--- src/rtl/pard_reset_seq.sv ---
// pard_reset_seq: reset and bring-up sequencer for the pardcore subsystem.
// Releases the uncore, then the cores, after power-up. At run time it turns
// MMIO soft-reset requests into per-core reset pulses or a full re-bring-up.
// Before any reset it blocks new memory traffic and waits for the memory port
// to drain, giving up after a bounded number of cycles.

module pard_reset_seq #(
    parameter int NR_CORES      = 2,
    parameter int UNCORE_HOLD   = 16,
    parameter int CORE_HOLD     = 64,
    parameter int DRAIN_TIMEOUT = 1024
) (
    input  logic                uncoreclk,
    input  logic                uncore_rstn,
    input  logic                sys_rst_req,
    input  logic [NR_CORES-1:0] core_rst_req,
    input  logic [NR_CORES-1:0] core_hold,
    input  logic                mem_idle,
    input  logic                err_clr,
    output logic                uncorerstn_out,
    output logic [NR_CORES-1:0] corerstn,
    output logic                jtag_trst,
    output logic                mem_block,
    output logic                busy,
    output logic [2:0]          state,
    output logic                timeout_err
);

    // One counter serves all three timed phases, so it is sized for the
    // longest of them.
    localparam int MAX_AB  = (UNCORE_HOLD > CORE_HOLD) ? UNCORE_HOLD : CORE_HOLD;
    localparam int MAX_ALL = (MAX_AB > DRAIN_TIMEOUT) ? MAX_AB : DRAIN_TIMEOUT;
    localparam int CNT_W   = $clog2(MAX_ALL) + 1;

    localparam logic [CNT_W-1:0] UNC_LAST   = CNT_W'(UNCORE_HOLD - 1);
    localparam logic [CNT_W-1:0] CORE_LAST  = CNT_W'(CORE_HOLD - 1);
    localparam logic [CNT_W-1:0] DRAIN_LAST = CNT_W'(DRAIN_TIMEOUT - 1);
    localparam logic [CNT_W-1:0] CNT_SAT    = CNT_W'(MAX_ALL - 1);

    typedef enum logic [2:0] {
        RST_ALL   = 3'd0,
        UNC_WAIT  = 3'd1,
        CORE_WAIT = 3'd2,
        RUN       = 3'd3,
        DRAIN     = 3'd4,
        PULSE     = 3'd5
    } seq_state_t;

    seq_state_t          cur_state;
    logic [CNT_W-1:0]    cnt;
    logic [NR_CORES-1:0] pend_mask;
    logic [NR_CORES-1:0] snap_mask;
    logic                sys_pend;

    logic [NR_CORES-1:0] req_mask;
    logic                sys_any;
    logic [CNT_W-1:0]    cnt_inc;
    logic                unc_done;
    logic                core_done;
    logic                drain_exit;
    logic                drain_timeout;

    // Requests seen this cycle are merged with the stored ones so that a pulse
    // arriving on the same edge as a state decision is acted on, not dropped.
    always_comb begin
        req_mask      = pend_mask | core_rst_req;
        sys_any       = sys_pend | sys_rst_req;
        cnt_inc       = (cnt == CNT_SAT) ? cnt : cnt + 1'b1;
        unc_done      = (cnt == UNC_LAST);
        core_done     = (cnt == CORE_LAST);
        drain_timeout = !mem_idle && (cnt == DRAIN_LAST);
        drain_exit    = mem_idle || (cnt == DRAIN_LAST);
    end

    // Sequencer FSM: owns the counter, the request bookkeeping and every reset
    // output, so each output changes on exactly the edge its transition happens.
    always_ff @(posedge uncoreclk or negedge uncore_rstn) begin
        if (!uncore_rstn) begin
            cur_state      <= RST_ALL;
            cnt            <= '0;
            pend_mask      <= '0;
            snap_mask      <= '0;
            sys_pend       <= 1'b0;
            uncorerstn_out <= 1'b0;
            corerstn       <= '0;
            jtag_trst      <= 1'b1;
            mem_block      <= 1'b1;
            busy           <= 1'b1;
        end else begin
            pend_mask <= req_mask;
            sys_pend  <= sys_any;
            case (cur_state)
                RST_ALL: begin
                    cnt            <= '0;
                    uncorerstn_out <= 1'b0;
                    corerstn       <= '0;
                    jtag_trst      <= 1'b1;
                    mem_block      <= 1'b1;
                    busy           <= 1'b1;
                    cur_state      <= UNC_WAIT;
                end
                UNC_WAIT: begin
                    if (unc_done) begin
                        cnt            <= '0;
                        uncorerstn_out <= 1'b1;
                        jtag_trst      <= 1'b0;
                        cur_state      <= CORE_WAIT;
                    end else begin
                        cnt <= cnt_inc;
                    end
                end
                CORE_WAIT: begin
                    if (core_done) begin
                        cnt       <= '0;
                        corerstn  <= ~core_hold;
                        mem_block <= 1'b0;
                        busy      <= 1'b0;
                        cur_state <= RUN;
                    end else begin
                        cnt <= cnt_inc;
                    end
                end
                RUN: begin
                    corerstn <= ~core_hold;
                    if ((req_mask != '0) || sys_any) begin
                        snap_mask <= req_mask;
                        pend_mask <= '0;
                        cnt       <= '0;
                        mem_block <= 1'b1;
                        busy      <= 1'b1;
                        cur_state <= DRAIN;
                    end
                end
                DRAIN: begin
                    corerstn <= ~core_hold;
                    if (drain_exit) begin
                        cnt <= '0;
                        if (sys_any) begin
                            // A full reset supersedes every outstanding core request.
                            pend_mask      <= '0;
                            snap_mask      <= '0;
                            sys_pend       <= 1'b0;
                            uncorerstn_out <= 1'b0;
                            corerstn       <= '0;
                            jtag_trst      <= 1'b1;
                            cur_state      <= RST_ALL;
                        end else begin
                            corerstn  <= ~core_hold & ~snap_mask;
                            cur_state <= PULSE;
                        end
                    end else begin
                        cnt <= cnt_inc;
                    end
                end
                PULSE: begin
                    if (core_done) begin
                        cnt       <= '0;
                        snap_mask <= '0;
                        corerstn  <= ~core_hold;
                        mem_block <= 1'b0;
                        busy      <= 1'b0;
                        cur_state <= RUN;
                    end else begin
                        corerstn <= ~core_hold & ~snap_mask;
                        cnt      <= cnt_inc;
                    end
                end
                default: begin
                    cur_state <= RST_ALL;
                end
            endcase
        end
    end

    // Sticky drain-timeout flag; a new timeout outranks a simultaneous clear.
    always_ff @(posedge uncoreclk or negedge uncore_rstn) begin
        if (!uncore_rstn) begin
            timeout_err <= 1'b0;
        end else if ((cur_state == DRAIN) && drain_timeout) begin
            timeout_err <= 1'b1;
        end else if (err_clr) begin
            timeout_err <= 1'b0;
        end
    end

    assign state = cur_state;

endmodule

--- config.mk ---
export PLATFORM = sky130hd
export DESIGN_NAME = pard_reset_seq
export DESIGN_NICKNAME = d
export VERILOG_FILES = /design/src/rtl/pard_reset_seq.sv
export SDC_FILE = /design/constraint.sdc
export NUM_CORES = 1
export LEC_CHECK = 0
export ABC_AREA = 1
export BUFFER_PORTS_ARGS = -buffer_cell sky130_fd_sc_hd__buf_4
export CAP_MARGIN = 10
export CORE_ASPECT_RATIO = 0.5
export CORE_UTILIZATION = 45
export CTS_CLUSTER_SIZE = 12
export DETAILED_ROUTE_END_ITERATION = 16
export GPL_TIMING_DRIVEN = 0
export PLACE_DENSITY = 0.73
export SYNTH_ARGS = -nofsm -noshare
export SYNTH_HDL_FRONTEND = slang
export SYNTH_SLANG_ARGS = --single-unit
--- constraint.sdc ---
create_clock -name uncoreclk -period 2.85 [get_ports uncoreclk]
set_input_delay 0.855 -clock uncoreclk [delete_from_list [all_inputs] [get_ports uncoreclk]]
set_output_delay 0.855 -clock uncoreclk [all_outputs]
set_load 0.02 [all_outputs]
# After elaboration in Yosys (flattened, before gate mapping)
# Index checks and enable logic that the tools add are counted.
# W data, S select, Z words.
# word_totals
in_bits,9
ff_bits,25
# op_classes
n_addsub,1
bitwise_logic,5
n_reduce_logical,20
n_eq_ne,15
mux,41
# op_table
op,count
$mux W11,5
$pmux W11 S5,1
$mux W2,11
$mux W3,5
$pmux W3 S5,1
$mux W1,12
$ne A2 B2 Y1 const B,6
$add A11 B1 Y11 const B,1
$eq A11 B10 Y1 const B,1
$eq A11 B4 Y1 const B,1
$eq A11 B6 Y1 const B,1
$pmux W2 S5,1
$reduce_bool A5 Y1,2
$pmux W1 S3,3
$reduce_bool A3 Y1,3
$reduce_and A4 Y1,2
$eq A3 B2 Y1 const B,2
$eq A3 B3 Y1 const B,2
$pmux W2 S3,1
$reduce_and A5 Y1,1
$not A2 Y2,2
$pmux W2 S2,1
$reduce_and A2 Y1,2
$reduce_bool A2 Y1,2
11 further kinds,13

# Depth between registers and ports, before layout
# logic_depth
word_depth,5
mapped_depth,10
ltp_nobuf,10

# Worst setup path after synthesis
# No wires, ideal clock.
# synth_path
kind,input to register
startpoint,in sys_rst_req
endpoint,reg cnt[8]
path_stages,7
arrival_time_ps,1620
slack_ps,1113
path_cell_list,nor2_1 nand4_2 nand2_2 buf_6 inv_2 nand3b_1 nand2_1
# synth_between
elab_chain_cells,4
# synth_rtl
item,line_no,text
from (decl),15,"input logic sys_rst_req,"
$or A1 B1 Y1,67,sys_any = sys_pend | sys_rst_req;
$logic_or A1 B1 Y1,125,if ((req_mask != '0) || sys_any) begin
$ne A2 B2 Y1 (no source line),--,
$reduce_and A2 Y1 (no source line),--,
to (signal assigned),120,cnt <= cnt_inc;
to (signal assigned),152,cnt <= cnt_inc;
to (signal assigned),165,cnt <= cnt_inc;
to (decl),50,logic [CNT_W-1:0] cnt;
# Every way passes these cells.
# A chain may end at the register's enable or synchronous reset.

==> key figures <==
Floorplan
  – Die height: 47.01 um
  – Die area: between 0.004 and 0.005 mm2
  – Starting Density: between 50% and 60%
  – IO Count: 19
  – Core Box Area: 0.003641 mm2
  – Std cell rows: 15
  – Die X-Extent: about 90 um

CTS
  – Clock Path Buffers: 2
  – CTS tree: done
  – Setup Fix Bufs, Post-CTS: 0
  – Cts hold-fix bufs: 0
  – Clk root buf: clkbuf_8
  – Max H-tree Level: 1
  – Worst-Skew Late Latency: 0.27 ns
  – Clock slew seen by the registers of the worst setup and hold paths: roughly 0.090 ns
  – CTS buffer count: 3
  – CTS resizes: 0
  – TritonCTS Sinks: 25

Setup path
  – Critical-path maximum fanout: 3
  – CP Data Required Time: about 2 ns
  – Max stage delay on crit path: 0.54 ns
  – Crit path arrival time: 1.03 ns
  – Critical Path End Type: output port
  – CP dominant cell by count: buf_4
  – CP top delay family: flip-flops
  – Setup Crit Path Kind: reg2out
  – Slowest cell on crit path: dfstp_2
  – CP startpoint kind: register
  – Buf+Inv Stages, Crit Path: 2
  – CP cell instances: buf_4 > buf_4

Yosys
  – Adder-cell share of the synthesized area: under 10%
  – Main synth FF type: dfrtp_1
  – Yosys reg bits: 25
  – Sequential fraction of the synthesis area: 34.45%
  – Syn Std Cell Area: around 0.0018 mm2
  – Synth Area in XOR/XNOR: ~1.4%
  – Complex-gate fraction of the synthesized area: 9.128%
  – Synthesis Warnings: 0
  – Avg Inst Size Synth: roughly 7.3 um2
  – Largest family of logic cells by synthesized area: simple AND/OR/NAND/NOR gates
  – Async S/R FF share, synth: between 90% and 100%
  – Synthesized Nets: 263
  – Mapped Cells: 250
  – EDFF count, synth: 0
  – Synth cell types: 30
  – Simple-Gate Fraction of Synth Area: around 42%
  – Mux share of post-synthesis cell area: 0%

Power
  – Leak: between 1 and 1.5 nW
  – Worst vdd ir: around 0.00019 V
  – PwrDens: 284.0 mW/mm2

STA
  – Unrepaired setup endpoints after global routing: false
  – F_max: ~0.53 GHz
  – Final Hold Fails: 0
  – Setup TNS: 0 ns
  – Final setup viols: 0
  – Slew margin rel.: about three quarters
  – Worst-margin pin slew: 0.3665 ns
  – Clk_skew: between 0.004 and 0.005 ns
  – Period utilisation layout: about two thirds
  – Fin. max-slew vios: 0
  – Final min period: between 1.5 and 2 ns

Drt
  – Via count: around 1,600
  – Routed Antenna Nets: 0
  – Routed WL per cell: approximately 12 um
  – Via density: between 4 and 5
  – DRC violations left: 0
  – WL final: between 3000 and 4000 um
  – Initial DRC count: between 70 and 80
  – DR pass1 iterations: 4

GRT
  – Vias in the first global route: approximately 1,400
  – Largest net degree at the start of global routing: 26
  – Initial antenna violation count: 0
  – Tot GR Track Use: approximately a fifth
  – Congestion Overflow GR: 0
  – First-pass GRT wire length: 6437 um

Layout
  – Util after Layout: 56.77%
  – Commonest non-fill, non-tap cell in the layout: nand2_1
  – Antenna diodes: 0
  – Syn-to-layout area delta: 13.38%
  – Nets@finish: ~290
  – Commonest non-fill, non-tap cells in the layout: nand2_1 (72), inv_1 (29), nand3_1 (29)
  – Layout cells sized above 1: about 23%

Placement
  – Port Buffer Count: 18
  – DPL Wire Length: ~3000 um
  – Gpl congestion: 0.9198

Status
  – Status: complete, no violations

Worst hold path
  – Hold Path Class: in2async

Job
  – Maxcap violations: 0
per-stage QoR:
step                setup slack, ns  std cells  area (um2)  power, mW  hold WS (ns)
CTS                          0.9503        323        2067     0.5973        0.4821
finish                       0.9644        323        2067     0.5869        0.4742
detailed placement           0.7450        319        2022     0.3795        0.4686
floorplan                     1.113        250        1823     0.3629        0.4588
global placement             0.7626        319        2022     0.3789        0.4533
global route                 0.8699        323        2067     0.6114        0.4935
cell usage after synthesis (2+ instances only):
cell type,number,share of area (%)
nand2_2,9,3.1
nand3_4,2,1.9
o21ai_1,6,1.6
nand3b_1,2,0.82
nand2_1,72,15
nand4_1,3,1.0
nand3_1,29,8.0
nor2_2,3,1.0
nand3_2,2,1.1
buf_6,5,3.1
dfrtp_1,23,32
inv_1,29,6.0
nor2_4,6,3.7
inv_2,6,1.2
dfstp_2,2,2.9
a21oi_1,6,1.6
nor2_1,19,3.9
ha_1,4,2.7
xor2_1,3,1.4
o21ai_0,9,2.5
where the power goes:
group	internal, mW	total (mW)	switching (mW)
Combinational	0.00752	0.0171	0.00959
Sequential	0.355	0.355	0.0000000000000000461
Clock	0.100	0.215	0.115
Total	0.462	0.587	0.125
cells by family (layout without fill, tap and decap cells):
kind of cell | Yosys count | in the layout
buf+inv | 41 | 63
compound gates | 26 | 26
fa+ha+maj | 4 | 4
flops | 25 | 25
xor+xnor | 3 | 3
simple gates | 151 | 151
layer usage:
layer  wire (um)  vias up  global-route usage, %
met3          99        6                  3.883
met2        1709       14                  34.48
met4          45        0                  4.375
met5           0        -                      0
li1            -      836                      -
met1        1898      751                  25.79
cell type report:
| class | instances | area, um2 |
|---|---|---|
| inverter | 35 | 131.4 |
| buffer | 6 | 63.81 |
| clock buffer | 4 | 45.04 |
| tap | 51 | 63.81 |
| timing repair buffer | 18 | 135.1 |
| fill | 347 | 1574 |
| multi-input combinational | 184 | 999.7 |
| sequential | 25 | 628.1 |
final timing paths:
path,to,start,slack [ns],depth (start not counted)
worst max-delay path,mem_block,busy$_DFFE_PN1P_,0.96,2
worst min-delay path,snap_mask[0]$_DFFE_PN0P_,uncore_rstn,0.47,1
worst max register to register,state[1]$_DFFE_PN0P_,cnt[0]$_DFFE_PN0P_,1.23,8
worst min register to register,jtag_trst$_DFFE_PN1P_,jtag_trst$_DFFE_PN1P_,0.47,2
max in group asynchronous,busy$_DFFE_PN1P_,uncore_rstn,2.08,1
min in group uncoreclk,jtag_trst$_DFFE_PN1P_,jtag_trst$_DFFE_PN1P_,0.47,2
registers in the layout, summed over array words and instances, names as in the netlist, 2 cells and up:
register / cells
state: 3
snap_mask: 2
cnt: 11
corerstn: 2
pend_mask: 2
(Power assumes the default switching activity.)
